## src/rtl/apb_rw_scheduler_if.sv

```systemverilog
// apb_rw_scheduler_if: read/write request-response channels plus the 10-slave APB bus.
// The master modport is the scheduler's view; the slave modport is the surrounding system.
interface apb_rw_scheduler_if #(
   parameter int DATASIZE = 32,
   parameter int ADDRSIZE = 32
);
   logic                  rd_req_valid, rd_req_ready;
   logic [ADDRSIZE-1:0]   rd_req_addr;
   logic [2:0]            rd_req_prot;
   logic                  rd_rsp_valid, rd_rsp_ready;
   logic [DATASIZE-1:0]   rd_rsp_data;
   logic                  rd_rsp_err;
   logic                  wr_req_valid, wr_req_ready;
   logic [ADDRSIZE-1:0]   wr_req_addr;
   logic [DATASIZE-1:0]   wr_req_data;
   logic [DATASIZE/8-1:0] wr_req_strb;
   logic [2:0]            wr_req_prot;
   logic                  wr_rsp_valid, wr_rsp_ready;
   logic                  wr_rsp_err;
   logic [9:0]            PSEL;
   logic                  PENABLE, PWRITE;
   logic [ADDRSIZE-1:0]   PADDR;
   logic [DATASIZE-1:0]   PWDATA;
   logic [2:0]            PPROT;
   logic [DATASIZE/8-1:0] PSTRB;
   logic [9:0]            pready, pslverr;
   logic [DATASIZE-1:0]   prdata0, prdata1, prdata2, prdata3, prdata4;
   logic [DATASIZE-1:0]   prdata5, prdata6, prdata7, prdata8, prdata9;
   modport master (
      input  rd_req_valid, rd_req_addr, rd_req_prot, rd_rsp_ready,
             wr_req_valid, wr_req_addr, wr_req_data, wr_req_strb, wr_req_prot, wr_rsp_ready,
             pready, pslverr, prdata0, prdata1, prdata2, prdata3, prdata4,
             prdata5, prdata6, prdata7, prdata8, prdata9,
      output rd_req_ready, rd_rsp_valid, rd_rsp_data, rd_rsp_err,
             wr_req_ready, wr_rsp_valid, wr_rsp_err,
             PSEL, PENABLE, PWRITE, PADDR, PWDATA, PPROT, PSTRB
   );
   modport slave (
      output rd_req_valid, rd_req_addr, rd_req_prot, rd_rsp_ready,
             wr_req_valid, wr_req_addr, wr_req_data, wr_req_strb, wr_req_prot, wr_rsp_ready,
             pready, pslverr, prdata0, prdata1, prdata2, prdata3, prdata4,
             prdata5, prdata6, prdata7, prdata8, prdata9,
      input  rd_req_ready, rd_rsp_valid, rd_rsp_data, rd_rsp_err,
             wr_req_ready, wr_rsp_valid, wr_rsp_err,
             PSEL, PENABLE, PWRITE, PADDR, PWDATA, PPROT, PSTRB
   );
endinterface

```

## src/rtl/apb_rw_scheduler.sv

```systemverilog
// apb_rw_scheduler: round-robin read/write arbiter driving one APB transfer at a time,
// slave decoded from addr[15:12] (10-15 = decode error), with an ACCESS wait timeout.
module apb_rw_scheduler #(
   parameter int DATASIZE = 32,
   parameter int ADDRSIZE = 32,
   parameter int TIMEOUT  = 255
) (
   input logic clk,
   input logic reset,
   apb_rw_scheduler_if.master bus
);
   localparam int CW = $clog2(TIMEOUT + 1);
   localparam int SW = DATASIZE / 8;
   typedef enum logic [1:0] {IDLE, SETUP, ACCESS, RESP} state_t;
   state_t              state_q, state_d;
   logic [CW-1:0]       cnt_q, cnt_d;
   logic                last_wr_q, last_wr_d;
   logic [3:0]          slot_q, slot_d;
   logic [9:0]          psel_q, psel_d;
   logic                penable_q, penable_d, pwrite_q, pwrite_d;
   logic [ADDRSIZE-1:0] paddr_q, paddr_d;
   logic [DATASIZE-1:0] pwdata_q, pwdata_d, rdata_q, rdata_d;
   logic [2:0]          pprot_q, pprot_d;
   logic [SW-1:0]       pstrb_q, pstrb_d;
   logic                rd_v_q, rd_v_d, wr_v_q, wr_v_d, err_q, err_d;
   logic                grant_wr, rd_acc, wr_acc, sel_ready, expired;
   logic [ADDRSIZE-1:0] req_addr;
   logic [DATASIZE-1:0] prdata [10];
   assign prdata = '{bus.prdata0, bus.prdata1, bus.prdata2, bus.prdata3, bus.prdata4,
                     bus.prdata5, bus.prdata6, bus.prdata7, bus.prdata8, bus.prdata9};
   // a write only wins a tie when the previous grant went to a read
   assign grant_wr = bus.wr_req_valid && (!bus.rd_req_valid || !last_wr_q);
   assign rd_acc   = state_q == IDLE && bus.rd_req_valid && !grant_wr;
   assign wr_acc   = state_q == IDLE && grant_wr;
   assign req_addr = wr_acc ? bus.wr_req_addr : bus.rd_req_addr;
   assign sel_ready = bus.pready[slot_q];
   assign expired   = cnt_q == CW'(TIMEOUT - 1);
   assign bus.rd_req_ready = rd_acc;
   assign bus.wr_req_ready = wr_acc;
   assign bus.PSEL    = psel_q;
   assign bus.PENABLE = penable_q;
   assign bus.PWRITE  = pwrite_q;
   assign bus.PADDR   = paddr_q;
   assign bus.PWDATA  = pwdata_q;
   assign bus.PPROT   = pprot_q;
   assign bus.PSTRB   = pstrb_q;
   assign bus.rd_rsp_valid = rd_v_q;
   assign bus.wr_rsp_valid = wr_v_q;
   assign bus.rd_rsp_data  = rdata_q;
   assign bus.rd_rsp_err   = err_q;
   assign bus.wr_rsp_err   = err_q;
   always_comb begin
      state_d   = state_q;
      cnt_d     = cnt_q;
      last_wr_d = last_wr_q;
      slot_d    = slot_q;
      psel_d    = psel_q;
      penable_d = penable_q;
      pwrite_d  = pwrite_q;
      paddr_d   = paddr_q;
      pwdata_d  = pwdata_q;
      pprot_d   = pprot_q;
      pstrb_d   = pstrb_q;
      rd_v_d    = rd_v_q;
      wr_v_d    = wr_v_q;
      rdata_d   = rdata_q;
      err_d     = err_q;
      case (state_q)
         IDLE: if (rd_acc || wr_acc) begin
            slot_d   = req_addr[15:12];
            pwrite_d = wr_acc;
            paddr_d  = req_addr;
            pwdata_d = wr_acc ? bus.wr_req_data : '0;
            pstrb_d  = wr_acc ? bus.wr_req_strb : '0;
            pprot_d  = wr_acc ? bus.wr_req_prot : bus.rd_req_prot;
            cnt_d    = '0;
            if (slot_d < 4'd10) begin
               state_d = SETUP;
               psel_d  = 10'(1) << slot_d;
            end else begin
               state_d = RESP;
               err_d   = 1'b1;
               rdata_d = '0;
               rd_v_d  = !wr_acc;
               wr_v_d  = wr_acc;
            end
         end
         SETUP: begin
            state_d   = ACCESS;
            penable_d = 1'b1;
         end
         ACCESS: if (sel_ready || expired) begin
            state_d   = RESP;
            psel_d    = '0;
            penable_d = 1'b0;
            err_d     = sel_ready ? bus.pslverr[slot_q] : 1'b1;
            rdata_d   = (sel_ready && !pwrite_q) ? prdata[slot_q] : '0;
            rd_v_d    = !pwrite_q;
            wr_v_d    = pwrite_q;
         end else cnt_d = cnt_q + 1'b1;
         RESP: if ((rd_v_q && bus.rd_rsp_ready) || (wr_v_q && bus.wr_rsp_ready)) begin
            state_d   = IDLE;
            rd_v_d    = 1'b0;
            wr_v_d    = 1'b0;
            last_wr_d = pwrite_q;
         end
         default: state_d = IDLE;
      endcase
   end
   always_ff @(posedge clk or posedge reset)
      if (reset) begin
         state_q   <= IDLE;
         cnt_q     <= '0;
         last_wr_q <= 1'b1;
         slot_q    <= '0;
         psel_q    <= '0;
         penable_q <= 1'b0;
         pwrite_q  <= 1'b0;
         paddr_q   <= '0;
         pwdata_q  <= '0;
         pprot_q   <= '0;
         pstrb_q   <= '0;
         rd_v_q    <= 1'b0;
         wr_v_q    <= 1'b0;
         rdata_q   <= '0;
         err_q     <= 1'b0;
      end else begin
         state_q   <= state_d;
         cnt_q     <= cnt_d;
         last_wr_q <= last_wr_d;
         slot_q    <= slot_d;
         psel_q    <= psel_d;
         penable_q <= penable_d;
         pwrite_q  <= pwrite_d;
         paddr_q   <= paddr_d;
         pwdata_q  <= pwdata_d;
         pprot_q   <= pprot_d;
         pstrb_q   <= pstrb_d;
         rd_v_q    <= rd_v_d;
         wr_v_q    <= wr_v_d;
         rdata_q   <= rdata_d;
         err_q     <= err_d;
      end
endmodule

```

## src/flat_wrapper.sv

```systemverilog
// flat-port wrapper written by rule: the top's interface ports become plain ports
module apb_rw_scheduler_flat 
#(
   parameter int DATASIZE = 32,
   parameter int ADDRSIZE = 32,
   parameter int TIMEOUT  = 255
)
  (clk, reset, bus_rd_req_valid, bus_rd_req_addr, bus_rd_req_prot, bus_rd_rsp_ready, bus_wr_req_valid, bus_wr_req_addr, bus_wr_req_data, bus_wr_req_strb, bus_wr_req_prot, bus_wr_rsp_ready, bus_pready, bus_pslverr, bus_prdata0, bus_prdata1, bus_prdata2, bus_prdata3, bus_prdata4, bus_prdata5, bus_prdata6, bus_prdata7, bus_prdata8, bus_prdata9, bus_rd_req_ready, bus_rd_rsp_valid, bus_rd_rsp_data, bus_rd_rsp_err, bus_wr_req_ready, bus_wr_rsp_valid, bus_wr_rsp_err, bus_PSEL, bus_PENABLE, bus_PWRITE, bus_PADDR, bus_PWDATA, bus_PPROT, bus_PSTRB);
  apb_rw_scheduler_if #(.DATASIZE(DATASIZE), .ADDRSIZE(ADDRSIZE)) bus_i ();
  input logic clk;
  input logic reset;
  input wire logic [$bits(bus_i.rd_req_valid)-1:0] bus_rd_req_valid;
  input wire logic [$bits(bus_i.rd_req_addr)-1:0] bus_rd_req_addr;
  input wire logic [$bits(bus_i.rd_req_prot)-1:0] bus_rd_req_prot;
  input wire logic [$bits(bus_i.rd_rsp_ready)-1:0] bus_rd_rsp_ready;
  input wire logic [$bits(bus_i.wr_req_valid)-1:0] bus_wr_req_valid;
  input wire logic [$bits(bus_i.wr_req_addr)-1:0] bus_wr_req_addr;
  input wire logic [$bits(bus_i.wr_req_data)-1:0] bus_wr_req_data;
  input wire logic [$bits(bus_i.wr_req_strb)-1:0] bus_wr_req_strb;
  input wire logic [$bits(bus_i.wr_req_prot)-1:0] bus_wr_req_prot;
  input wire logic [$bits(bus_i.wr_rsp_ready)-1:0] bus_wr_rsp_ready;
  input wire logic [$bits(bus_i.pready)-1:0] bus_pready;
  input wire logic [$bits(bus_i.pslverr)-1:0] bus_pslverr;
  input wire logic [$bits(bus_i.prdata0)-1:0] bus_prdata0;
  input wire logic [$bits(bus_i.prdata1)-1:0] bus_prdata1;
  input wire logic [$bits(bus_i.prdata2)-1:0] bus_prdata2;
  input wire logic [$bits(bus_i.prdata3)-1:0] bus_prdata3;
  input wire logic [$bits(bus_i.prdata4)-1:0] bus_prdata4;
  input wire logic [$bits(bus_i.prdata5)-1:0] bus_prdata5;
  input wire logic [$bits(bus_i.prdata6)-1:0] bus_prdata6;
  input wire logic [$bits(bus_i.prdata7)-1:0] bus_prdata7;
  input wire logic [$bits(bus_i.prdata8)-1:0] bus_prdata8;
  input wire logic [$bits(bus_i.prdata9)-1:0] bus_prdata9;
  output wire logic [$bits(bus_i.rd_req_ready)-1:0] bus_rd_req_ready;
  output wire logic [$bits(bus_i.rd_rsp_valid)-1:0] bus_rd_rsp_valid;
  output wire logic [$bits(bus_i.rd_rsp_data)-1:0] bus_rd_rsp_data;
  output wire logic [$bits(bus_i.rd_rsp_err)-1:0] bus_rd_rsp_err;
  output wire logic [$bits(bus_i.wr_req_ready)-1:0] bus_wr_req_ready;
  output wire logic [$bits(bus_i.wr_rsp_valid)-1:0] bus_wr_rsp_valid;
  output wire logic [$bits(bus_i.wr_rsp_err)-1:0] bus_wr_rsp_err;
  output wire logic [$bits(bus_i.PSEL)-1:0] bus_PSEL;
  output wire logic [$bits(bus_i.PENABLE)-1:0] bus_PENABLE;
  output wire logic [$bits(bus_i.PWRITE)-1:0] bus_PWRITE;
  output wire logic [$bits(bus_i.PADDR)-1:0] bus_PADDR;
  output wire logic [$bits(bus_i.PWDATA)-1:0] bus_PWDATA;
  output wire logic [$bits(bus_i.PPROT)-1:0] bus_PPROT;
  output wire logic [$bits(bus_i.PSTRB)-1:0] bus_PSTRB;
  assign bus_i.rd_req_valid = bus_rd_req_valid;
  assign bus_i.rd_req_addr = bus_rd_req_addr;
  assign bus_i.rd_req_prot = bus_rd_req_prot;
  assign bus_i.rd_rsp_ready = bus_rd_rsp_ready;
  assign bus_i.wr_req_valid = bus_wr_req_valid;
  assign bus_i.wr_req_addr = bus_wr_req_addr;
  assign bus_i.wr_req_data = bus_wr_req_data;
  assign bus_i.wr_req_strb = bus_wr_req_strb;
  assign bus_i.wr_req_prot = bus_wr_req_prot;
  assign bus_i.wr_rsp_ready = bus_wr_rsp_ready;
  assign bus_i.pready = bus_pready;
  assign bus_i.pslverr = bus_pslverr;
  assign bus_i.prdata0 = bus_prdata0;
  assign bus_i.prdata1 = bus_prdata1;
  assign bus_i.prdata2 = bus_prdata2;
  assign bus_i.prdata3 = bus_prdata3;
  assign bus_i.prdata4 = bus_prdata4;
  assign bus_i.prdata5 = bus_prdata5;
  assign bus_i.prdata6 = bus_prdata6;
  assign bus_i.prdata7 = bus_prdata7;
  assign bus_i.prdata8 = bus_prdata8;
  assign bus_i.prdata9 = bus_prdata9;
  assign bus_rd_req_ready = bus_i.rd_req_ready;
  assign bus_rd_rsp_valid = bus_i.rd_rsp_valid;
  assign bus_rd_rsp_data = bus_i.rd_rsp_data;
  assign bus_rd_rsp_err = bus_i.rd_rsp_err;
  assign bus_wr_req_ready = bus_i.wr_req_ready;
  assign bus_wr_rsp_valid = bus_i.wr_rsp_valid;
  assign bus_wr_rsp_err = bus_i.wr_rsp_err;
  assign bus_PSEL = bus_i.PSEL;
  assign bus_PENABLE = bus_i.PENABLE;
  assign bus_PWRITE = bus_i.PWRITE;
  assign bus_PADDR = bus_i.PADDR;
  assign bus_PWDATA = bus_i.PWDATA;
  assign bus_PPROT = bus_i.PPROT;
  assign bus_PSTRB = bus_i.PSTRB;
  apb_rw_scheduler #(.DATASIZE(DATASIZE), .ADDRSIZE(ADDRSIZE), .TIMEOUT(TIMEOUT)) u_core (.clk(clk), .reset(reset), .bus(bus_i));
endmodule
```

## config.mk

```make
export PLATFORM = sky130hd
export DESIGN_NAME = apb_rw_scheduler_flat
export DESIGN_NICKNAME = d
export VERILOG_FILES = /design/src/rtl/apb_rw_scheduler_if.sv /design/src/rtl/apb_rw_scheduler.sv /design/src/flat_wrapper.sv
export SDC_FILE = /design/constraint.sdc
export NUM_CORES = 1
export LEC_CHECK = 0
export ABC_CLOCK_PERIOD_IN_PS = 6100
export CAP_MARGIN = 30
export CORE_AREA = 4 4 220 222
export DETAILED_ROUTE_END_ITERATION = 7
export DIE_AREA = 0 0 224 226
export HOLD_SLACK_MARGIN = 0.05
export PLACE_DENSITY = 0.48
export REMOVE_ABC_BUFFERS = 1
export SLEW_MARGIN = 20
export SYNTH_ARGS = -nofsm -noshare
export SYNTH_HDL_FRONTEND = slang
export SYNTH_SLANG_ARGS = --single-unit
```

## constraint.sdc

```tcl
create_clock -name clk -period 6.1 [get_ports clk]
set_input_delay 0.61 -clock clk [delete_from_list [all_inputs] [get_ports clk]]
set_output_delay 0.61 -clock clk [all_outputs]
set_load 0.02 [all_outputs]
```

==> metrics <==
status=finished clean; leading area contributor after synthesis=dfrtp_1; synth-to-layout area growth=83.5%; Fmax achieved=approximately 280 MHz; Post-CTS Hold Buffers=0; # resized after CTS=0; worst relative slew slack=a little under half; Final HPWL DP=between 30 and 40 mm; largest net degree at the start of global routing=75; post-place setup slack=roughly 2.6 ns; Seq cells post-synth=between 100 and 150; CP required=around 5.5 ns; Critical Path Slowest Stage Cell=clkdlybuf4s50_1; Mean Syn Cell Area=about 12 um2; Crit path top cell by count=inv_1; Top-Level Pins=around 570; Routed Antenna Nets=0; crit start category=register; CP bufs+invs=4; grt ovf=0; HP Class=reg2reg; worst setup margin=~2.5 ns; final worst path period share=about three fifths; leakage=~6.1 nW; via count=a little over 8000; RD Place Congestion=approximately 0.9; die area=around 50000 um2; layout cells sized above 1=about an eighth; Clk pin slew, worst setup/hold paths=0.06 ns; Hold Startpoint=u_core.bus.PADDR[23]; final hold vios=0; non-filler instance count after layout=1874; CTS max path bufs=2; Synth cell types=53; FP Rows=79; DRT Pass-1 Iters=4; # Max-Cap Violations=0; Post-synth top flop=dfrtp_1; worst hold stages=2; Seq/Total Area, Yosys=between 30% and 40%; Slew Limit Fails=0; Post-Route Skew=roughly 0.018 ns; most common cell after layout, fill and taps aside=clkdlybuf4s50_1; clock tree from TritonCTS=done; Top Family by Delay on Critical Path=buffers and inverters; Post-CTS Repair Setup Buffers=0; crit-path cells=inv_1 > ha_1 > and2_1 > nand2_2 > inv_1 > buf_4 > clkdlybuf4s50_1; Gate Count Post-Synth=just over 700; initial core utilization=between 10% and 20%; WL/cell=around 22 um; nets=roughly 1700; crit end category=output port; Root Driver=clkbuf_16; final setup vio count=0; Skew-Pair Late Insertion Delay=0.44 ns; Hold Path Sink=u_core.bus.PADDR[23]; Mapped Area=approximately 8400 um2; Worst R2R End=u_core.bus.rd_rsp_data[14]; Ys Warns=0; first-pass GRT wire length=approximately 61 mm; worst hold slack=0.477 ns; kind of critical path=reg2out; CTS Sinks=between 100 and 150; Placed Instances=about 1800; r2r startpoint=u_core.state_q[0]; ys async rst share=100%; vias per cell=~4.4; Port Buffer Count=approximately 570; fin crit period=~3.6 ns; Peak VDD IR=around 0.25 mV; vias in the first global route=around 9000; number of synthesized flops with an enable pin=0; power density over cell area=roughly 420 nW/um2; reg2reg setup slack=3.24 ns; H-tree depth=4; R2R depth=8; total track usage=15.9%; 1st-iter DRT viols=about 380; DRC Markers=0; Largest stage delay, worst path=0.70 ns; top cell type's share of synthesized area=38.3%; most frequent cells in the layout=clkdlybuf4s50_1, dfrtp_1, mux2i_1, a22o_1, mux4_2; antenna violations before repair=2; RSZ-0062 raised after global routing=false; clock buffer count from CTS=17; top cells by area, synth=dfrtp_1, mux4_2, mux2i_1; slew at the pin closest to its max-slew limit=about 0.8 ns; height of the die=approximately 230 um; Arr. time, crit path=roughly 3 ns; core area=46400 um2; die width=224 um; DRT Wirelength=~42 mm; top fanout value on the critical path=43
[per-layer routing]
metal	vias to the layer above	global-route usage, %	part of all wire, %
met2	273	27.3	50
li1	3867	-	-
met4	2	4.28	1.7
met3	38	4.25	6.0
met1	4097	19.9	42
met5	-	0	0.017
[flip-flops by register name (all words and copies together) (netlist names)]
register and count:
u_core.bus.PWDATA 32, u_core.state_q 2, u_core.bus.rd_rsp_err 1, u_core.bus.PPROT 3, u_core.cnt_q 8, u_core.bus.rd_rsp_data 32
u_core.bus.PWRITE 1, u_core.bus.PENABLE 1, u_core.bus.wr_rsp_valid 1, u_core.bus.PADDR 32, u_core.bus.PSTRB 4, u_core.bus.rd_rsp_valid 1
u_core.last_wr_q 1, u_core.bus.PSEL 10
[worst reg2reg max path, stage by stage (launching register included)]
cell	delay, ns
dfrtp_1	0.39
inv_1	0.11
ha_1	0.44
and2_1	0.34
o2111ai_1	0.24
and3_1	0.29
a2111oi_4	0.32
buf_4	0.41
a22o_1	0.25
[how the worst max path moves through the flow]
stage / startpoint / end / slack (ns) / cells past startpoint
final: u_core.state_q[0] / bus_wr_req_ready / 2.48 / 7
after global routing: u_core.state_q[0] / bus_wr_req_ready / 2.28 / 7
after CTS: u_core.state_q[0] / bus_wr_req_ready / 2.46 / 7
after detailed placement: bus_wr_req_valid / bus_wr_req_ready / 2.64 / 6
after global placement: bus_wr_req_valid / bus_wr_req_ready / 2.64 / 6
after floorplan: u_core.bus.PADDR[12] / u_core.bus.PSEL[5] / -0.38 / 5
[Yosys cell counts (2+ instances only)]
| library cell | count |
|---|---|
| or4_1 | 2 |
| inv_1 | 18 |
| buf_6 | 3 |
| dfrtp_1 | 128 |
| mux2i_1 | 86 |
| nand3b_1 | 2 |
| mux4_2 | 66 |
| o21ai_1 | 2 |
| and3_1 | 3 |
| buf_1 | 7 |
| a311oi_1 | 2 |
| clkbuf_1 | 33 |
| a31o_2 | 15 |
| nor2b_1 | 5 |
| o21ai_0 | 46 |
| buf_4 | 8 |
| a22oi_1 | 16 |
| o22ai_1 | 17 |
| and2_1 | 4 |
| nor2_1 | 22 |
| o31ai_1 | 2 |
| ha_1 | 6 |
| mux2_2 | 22 |
| nor3b_1 | 2 |
| buf_2 | 12 |
| nand4b_1 | 4 |
| a21oi_1 | 7 |
| mux2_1 | 3 |
| nand2b_1 | 5 |
| a22o_1 | 69 |
| xor2_1 | 3 |
| a221o_1 | 3 |
| nand2_1 | 59 |
| nand3_1 | 7 |
| nand4_1 | 3 |
[logic make-up after synthesis]
logic type	Yosys count	share of synthesized area, %
compound gates	191	17.2
xor+xnor	3	0.315
fa+ha+maj	6	0.898
simple gates	123	6.99
buf+inv	81	4.45
flops	129	38.6
mux	177	31.5
[final cells by class]
| class | count | area [um2] |
|---|---|---|
| Fill cell | 4709 | 31000 |
| Multi-Input combinational cell | 500 | 4790 |
| Inverter | 18 | 72.6 |
| Sequential cell | 129 | 3240 |
| Tap cell | 607 | 759 |
| Timing Repair Buffer | 587 | 5890 |
| Clock buffer | 20 | 447 |
| Antenna cell | 1 | 2.50 |
| Clock inverter | 12 | 133 |
[report_power, final]
group          switching [W]  internal (W)  total (W)
logic                0.00190       0.00195    0.00385
registers           0.000336       0.00121    0.00155
clock network       0.000416      0.000613    0.00103
total                0.00265       0.00377    0.00642
[stage by stage]
step	instance area [um2]	TNS (ns)	utilization, %	power [W]
2_1_floorplan	8050	-2.46	-	0.00382
3_3_place_gp	14700	0	31.7	0.00542
3_5_place_dp	14700	0	31.8	0.00547
4_1_cts	15300	0	33.1	0.00655
5_1_grt	15300	0	33.1	0.00686
6_report	15300	0	33.1	0.00642
No activity file was read; power rests on OpenSTA's default activity.
